`src/rtl/pixel_frame_writer_if.sv`:
```
// Bundle-in / byte-out bus for pixel_frame_writer: 8-byte bundle stream with
// valid/ready handshake plus the byte-wide frame-memory write port.
interface pixel_frame_writer_if #(
  parameter int ADDR_W = 9
);
  logic              in_valid;
  logic              in_ready;
  logic [7:0]        in1;
  logic [7:0]        in2;
  logic [7:0]        in3;
  logic [7:0]        in4;
  logic [7:0]        in5;
  logic [7:0]        in6;
  logic [7:0]        in7;
  logic [7:0]        in8;
  logic              mem_we;
  logic [ADDR_W-1:0] mem_addr;
  logic [7:0]        mem_wdata;

  // Producer of bundles / observer of the memory port
  modport master (
    output in_valid, in1, in2, in3, in4, in5, in6, in7, in8,
    input  in_ready, mem_we, mem_addr, mem_wdata
  );

  // The frame writer itself
  modport slave (
    input  in_valid, in1, in2, in3, in4, in5, in6, in7, in8,
    output in_ready, mem_we, mem_addr, mem_wdata
  );
endinterface

```
`src/rtl/pixel_frame_writer.sv`:
```
// Serialises 8-byte pixel bundles into a byte-wide frame memory, BUNDLES per frame.
// Optional running byte checksum output when PIXEL_FRAME_WRITER_CHKSUM_EN is defined.
module pixel_frame_writer #(
  parameter int BUNDLES = 64,
  parameter int ADDR_W  = 9
) (
  input  logic                 CLK,
  input  logic                 RST,
  input  logic                 start,
  pixel_frame_writer_if.slave  bus,
  output logic                 busy,
  output logic                 done
`ifdef PIXEL_FRAME_WRITER_CHKSUM_EN
  ,
  output logic [15:0]          chksum
`endif
);

  localparam int CNT_W = $clog2(BUNDLES + 1);
  localparam logic [CNT_W-1:0] LAST_CNT = CNT_W'(BUNDLES - 1);

  localparam logic [1:0] S_IDLE  = 2'd0;
  localparam logic [1:0] S_WAIT  = 2'd1;
  localparam logic [1:0] S_DRAIN = 2'd2;
  localparam logic [1:0] S_DONE  = 2'd3;

  logic [1:0]        state;
  logic [2:0]        idx;
  logic [2:0]        nxt;
  logic [CNT_W-1:0]  cnt;
  logic [7:0]        hold [8];
  logic [ADDR_W-1:0] base;
  logic              accept;

  assign accept = (state == S_WAIT) && bus.in_valid && bus.in_ready;
  assign base   = ADDR_W'(cnt) << 3;
  assign nxt    = idx + 3'd1;

  // Holding register: data only, loaded on the accept edge, never reset
  always_ff @(posedge CLK) begin
    if (accept) begin
      hold[0] <= bus.in1;
      hold[1] <= bus.in2;
      hold[2] <= bus.in3;
      hold[3] <= bus.in4;
      hold[4] <= bus.in5;
      hold[5] <= bus.in6;
      hold[6] <= bus.in7;
      hold[7] <= bus.in8;
    end
  end

  always_ff @(posedge CLK) begin
    if (RST) begin
      state         <= S_IDLE;
      idx           <= 3'd0;
      cnt           <= '0;
      bus.in_ready  <= 1'b0;
      bus.mem_we    <= 1'b0;
      bus.mem_addr  <= '0;
      bus.mem_wdata <= 8'd0;
      busy          <= 1'b0;
      done          <= 1'b0;
    end else begin
      case (state)
        S_IDLE: begin
          bus.mem_we <= 1'b0;
          done       <= 1'b0;
          if (start) begin
            state        <= S_WAIT;
            busy         <= 1'b1;
            bus.in_ready <= 1'b1;
            cnt          <= '0;
            idx          <= 3'd0;
          end
        end
        S_WAIT: begin
          // Byte 0 goes straight from in1 so the first write lands one cycle after accept
          if (accept) begin
            state         <= S_DRAIN;
            bus.in_ready  <= 1'b0;
            bus.mem_we    <= 1'b1;
            bus.mem_addr  <= base;
            bus.mem_wdata <= bus.in1;
            idx           <= 3'd0;
          end
        end
        S_DRAIN: begin
          if (idx == 3'd7) begin
            bus.mem_we <= 1'b0;
            cnt        <= cnt + 1'b1;
            if (cnt == LAST_CNT) begin
              state <= S_DONE;
              done  <= 1'b1;
              busy  <= 1'b0;
            end else begin
              state        <= S_WAIT;
              bus.in_ready <= 1'b1;
            end
          end else begin
            idx           <= nxt;
            bus.mem_we    <= 1'b1;
            bus.mem_addr  <= base + ADDR_W'(nxt);
            bus.mem_wdata <= hold[nxt];
          end
        end
        default: begin
          done  <= 1'b0;
          state <= S_IDLE;
        end
      endcase
    end
  end

`ifdef PIXEL_FRAME_WRITER_CHKSUM_EN
  // Accumulates the byte on the bus each write cycle, so the last byte is in by the done cycle
  always_ff @(posedge CLK) begin
    if (RST) begin
      chksum <= 16'd0;
    end else if (state == S_IDLE && start) begin
      chksum <= 16'd0;
    end else if (bus.mem_we) begin
      chksum <= chksum + {8'd0, bus.mem_wdata};
    end
  end
`endif

endmodule

```
`src/flat_wrapper.sv`:
```
// flat-port wrapper written by rule: the top's interface ports become plain ports
module pixel_frame_writer_flat 
#(
  parameter int BUNDLES = 64,
  parameter int ADDR_W  = 9
)
  (CLK, RST, start, busy, done, bus_in_valid, bus_in1, bus_in2, bus_in3, bus_in4, bus_in5, bus_in6, bus_in7, bus_in8, bus_in_ready, bus_mem_we, bus_mem_addr, bus_mem_wdata);
  pixel_frame_writer_if #(.ADDR_W(ADDR_W)) bus_i ();
  input  logic CLK;
  input  logic RST;
  input  logic start;
  output logic busy;
  output logic done;
  input wire logic [$bits(bus_i.in_valid)-1:0] bus_in_valid;
  input wire logic [$bits(bus_i.in1)-1:0] bus_in1;
  input wire logic [$bits(bus_i.in2)-1:0] bus_in2;
  input wire logic [$bits(bus_i.in3)-1:0] bus_in3;
  input wire logic [$bits(bus_i.in4)-1:0] bus_in4;
  input wire logic [$bits(bus_i.in5)-1:0] bus_in5;
  input wire logic [$bits(bus_i.in6)-1:0] bus_in6;
  input wire logic [$bits(bus_i.in7)-1:0] bus_in7;
  input wire logic [$bits(bus_i.in8)-1:0] bus_in8;
  output wire logic [$bits(bus_i.in_ready)-1:0] bus_in_ready;
  output wire logic [$bits(bus_i.mem_we)-1:0] bus_mem_we;
  output wire logic [$bits(bus_i.mem_addr)-1:0] bus_mem_addr;
  output wire logic [$bits(bus_i.mem_wdata)-1:0] bus_mem_wdata;
  assign bus_i.in_valid = bus_in_valid;
  assign bus_i.in1 = bus_in1;
  assign bus_i.in2 = bus_in2;
  assign bus_i.in3 = bus_in3;
  assign bus_i.in4 = bus_in4;
  assign bus_i.in5 = bus_in5;
  assign bus_i.in6 = bus_in6;
  assign bus_i.in7 = bus_in7;
  assign bus_i.in8 = bus_in8;
  assign bus_in_ready = bus_i.in_ready;
  assign bus_mem_we = bus_i.mem_we;
  assign bus_mem_addr = bus_i.mem_addr;
  assign bus_mem_wdata = bus_i.mem_wdata;
  pixel_frame_writer #(.BUNDLES(BUNDLES), .ADDR_W(ADDR_W)) u_core (.CLK(CLK), .RST(RST), .start(start), .bus(bus_i), .busy(busy), .done(done));
endmodule
```
`config.mk`:
```
export PLATFORM = sky130hd
export DESIGN_NAME = pixel_frame_writer_flat
export DESIGN_NICKNAME = d
export VERILOG_FILES = /design/src/rtl/pixel_frame_writer_if.sv /design/src/rtl/pixel_frame_writer.sv /design/src/flat_wrapper.sv
export SDC_FILE = /design/constraint.sdc
export NUM_CORES = 1
export LEC_CHECK = 0
export CORE_AREA = 3 3 93 95
export DETAILED_ROUTE_END_ITERATION = 8
export DIE_AREA = 0 0 96 98
export GPL_TIMING_DRIVEN = 0
export MAX_ROUTING_LAYER = met4
export PLACE_DENSITY_LB_ADDON = 0.15
export SETUP_SLACK_MARGIN = 0.1
export SKIP_LAST_GASP = 1
export SLEW_MARGIN = 20
export SYNTH_ARGS = -nofsm -noshare
export SYNTH_HDL_FRONTEND = slang
export SYNTH_SLANG_ARGS = --single-unit
```
`constraint.sdc`:
```
create_clock -name CLK -period 3.35 [get_ports CLK]
set_input_delay 0.8375 -clock CLK [delete_from_list [all_inputs] [get_ports CLK]]
set_output_delay 0.8375 -clock CLK [all_outputs]
set_load 0.05 [all_outputs]
```
==> impl_metrics.toml <==
[synthesis]
mappedNetlistArea_um2 = 3910
synth_top_family_by_area = "multiplexers"
synthAdderAreaFrac_pct = 2.56
synth_area_leaders = "edfxtp_1 49%, dfxtp_1 17%, mux4_2 9.2%"
synth_mux_area_share_pct = 13.3
yosysWarnings = 0
postSynth.asyncResetShare_pct = 0
synth_simple_gate_area_share_pct = 7.70
synth-compound-area-share_pct = 6.94
synth_edf_count = 64
yosysSeqAreaShare_pct = 66.0
synth_seq_cells = 97
netlist.area_leader.share_pct = 49.1
syn_avg_cell_area_um2 = 14.8
ys_types = 38
syn_nets = 340
yosys_most_used_dff = "edfxtp_1"
synth_xor_xnor_area_share_pct = 1.12
yosysTopAreaCell = "edfxtp_1"
synthCells = 264

[grt]
grt_max_degree = 57
grt_pass1_wl_um = 12900
grt_pass1_vias = 2518
grt_remaining_overflow = 0
antenna_found_initial = 0
grt_util_all_layers_pct = 18.7

[cells_and_area]
multiInputGateArea_um2 = 1240
n_antenna_cell = 0
postLayoutCoreUtil_pct = 65.8
fillers = 593
final_cell_mix = "87 x clkdlybuf4s50_1, 64 x edfxtp_1, 33 x dfxtp_1"
ff_latch_area_um2 = 2580
layout-drive-gt1-share_pct = 12.5
area_growth_pct = 31.2
nets = 439
layout_commonest_cell = "clkdlybuf4s50_1"

[timing]
clock.fmax_mhz = 385
setup_viol = 0
period_needed_ps = 2600
hold_slack_ps = 460
fin_tns_setup_ps = 0
hold_viol = 0
rsz0062_at_grt = "false"
period_share_pct = 77.6
slew_violations = 0
relSlewSlack_pct = 47.5
fin_ws_ps = 752
tightest_slew_ps = 780
fin_skew_ps = 8.61

[drt]
totalWireLength_um = 7920
post_drt_wl_per_cell_um = 16.9
via_per_inst = 5.32
num_vias = 2500
ant_nets = 0
drtIter0Drc = 100
drc_errors = 0
dr.pass1.iters = 5

[min_path]
worst_hold_path_type = "flop to flop"

[clocking]
clock_path_buffers = 2
cts_tree = "built"
cts-resized-gates = 0
clk_pin_slew_ps = 90
cts_hold_buf = 0
cts_buffers = 9
htreeDepth = 3
cts_setup_buffers = 0
worstSkewPairLatency_ps = 350
cts.sinks = 97
cts.root.buffer_cell = "clkbuf_8"

[worst_setup_path]
required_ps = 3560
rrSetupSlack_ps = 750
path_max_fanout = 10
end_kind = "flop"
startpoint_type = "flop"
path_class = "flop to flop"
worstPathArrival_ps = 2810

[die]
initial_core_util_pct = 50.1
rows = 32
die_w_um = 96
dieArea_um2 = 9410
io_pins = 89
core_um2 = 7810
die_h_um = 98

[pwr]
irDropWorstVdd_uv = 278
leakagePower_uw = 0.00181
power_uw = 3110
powerDensity_nw_per_um2 = 605

[placement]
port_buffers = 87
gp_congestion = 0.857
dp_hpwl_um = 5680
place_ws_ps = 452

[status]
status = "complete, no violations"

[job]
maxCapViolCount = 0
synth_stat cells, types with 3 or more instances:
| cell | count |
|---|---|
| edfxtp_1 | 64 |
| clkbuf_1 | 5 |
| nand2_1 | 12 |
| nor3_1 | 5 |
| mux4_2 | 16 |
| inv_1 | 4 |
| a22oi_1 | 4 |
| nand2b_1 | 3 |
| xnor2_1 | 5 |
| nor2_1 | 29 |
| buf_2 | 3 |
| dfxtp_1 | 33 |
| a211o_1 | 9 |
| mux2i_1 | 16 |
| nand3_1 | 6 |
| a21oi_1 | 16 |
| ha_1 | 8 |
registers in the layout (all words and copies together) (netlist names):
| signal | cells |
|---|---|
| u_core.bus.in_ready | 1 |
| u_core.bus.mem_addr | 9 |
| u_core.bus.mem_wdata | 8 |
| u_core.bus.mem_we | 1 |
| u_core.busy | 1 |
| u_core.cnt | 7 |
| u_core.done | 1 |
| u_core.hold | 64 |
| u_core.idx | 3 |
| u_core.state | 2 |
logic make-up after synthesis:
group / Yosys count
DFF: 97
adders and majority gates: 8
muxes: 32
xor gates and xnor gates: 5
and+or+nand+nor: 65
buffers and inverters: 18
AOI/OAI and AO/OA: 39
worst max-delay path, cell delays in order (launching register included):
cell      delay (ps)
dfxtp_1          350
ha_1             210
ha_1             270
clkbuf_1         520
buf_2            420
mux4_2           340
mux2i_1          160
a211o_1          150
a21oi_1           50
through the flow:
| stage | cell area, um2 | cells |
|---|---|---|
| final | 5130 | 470 |
| after global routing | 5130 | 470 |
| after CTS | 5130 | 470 |
| after detailed placement | 4940 | 454 |
| after global placement | 4910 | 453 |
| after floorplan | 3910 | 264 |
per-layer routing:
metal  track usage (%)  share of wire [%]  vias to the layer above
met1              24.0                 39                     1217
li1                  -                  -                     1197
met5                 -                  0                        -
met3              3.54                6.9                        2
met2              29.9                 53                       84
met4              5.91               0.29                        0
power by group:
part / switching, uW / internal (uW)
Clock: 394 / 315
Combinational: 547 / 400
Sequential: 56.0 / 1390
Total: 997 / 2110
final cells by class:
type,instances,area share [%]
Sequential cell,97,50.3
Timing Repair Buffer,88,17.5
Tap cell,102,2.49
Multi-Input combinational cell,149,24.2
Clock inverter,5,0.755
Inverter,5,0.365
Buffer,13,1.46
Clock buffer,11,2.95
path summary, 6_finish.rpt:
path                            cells after the start                                 start                                    to
worst max-delay path                                8            u_core.idx[0]$_SDFFE_PP0P_  u_core.bus.mem_wdata[4]$_SDFFE_PP0P_
worst min-delay path                                2  u_core.bus.mem_wdata[3]$_SDFFE_PP0P_  u_core.bus.mem_wdata[3]$_SDFFE_PP0P_
worst max register to register                      8            u_core.idx[0]$_SDFFE_PP0P_  u_core.bus.mem_wdata[4]$_SDFFE_PP0P_
worst min register to register                      2  u_core.bus.mem_wdata[3]$_SDFFE_PP0P_  u_core.bus.mem_wdata[3]$_SDFFE_PP0P_
Note: power is estimated with default switching activity, not from simulation.
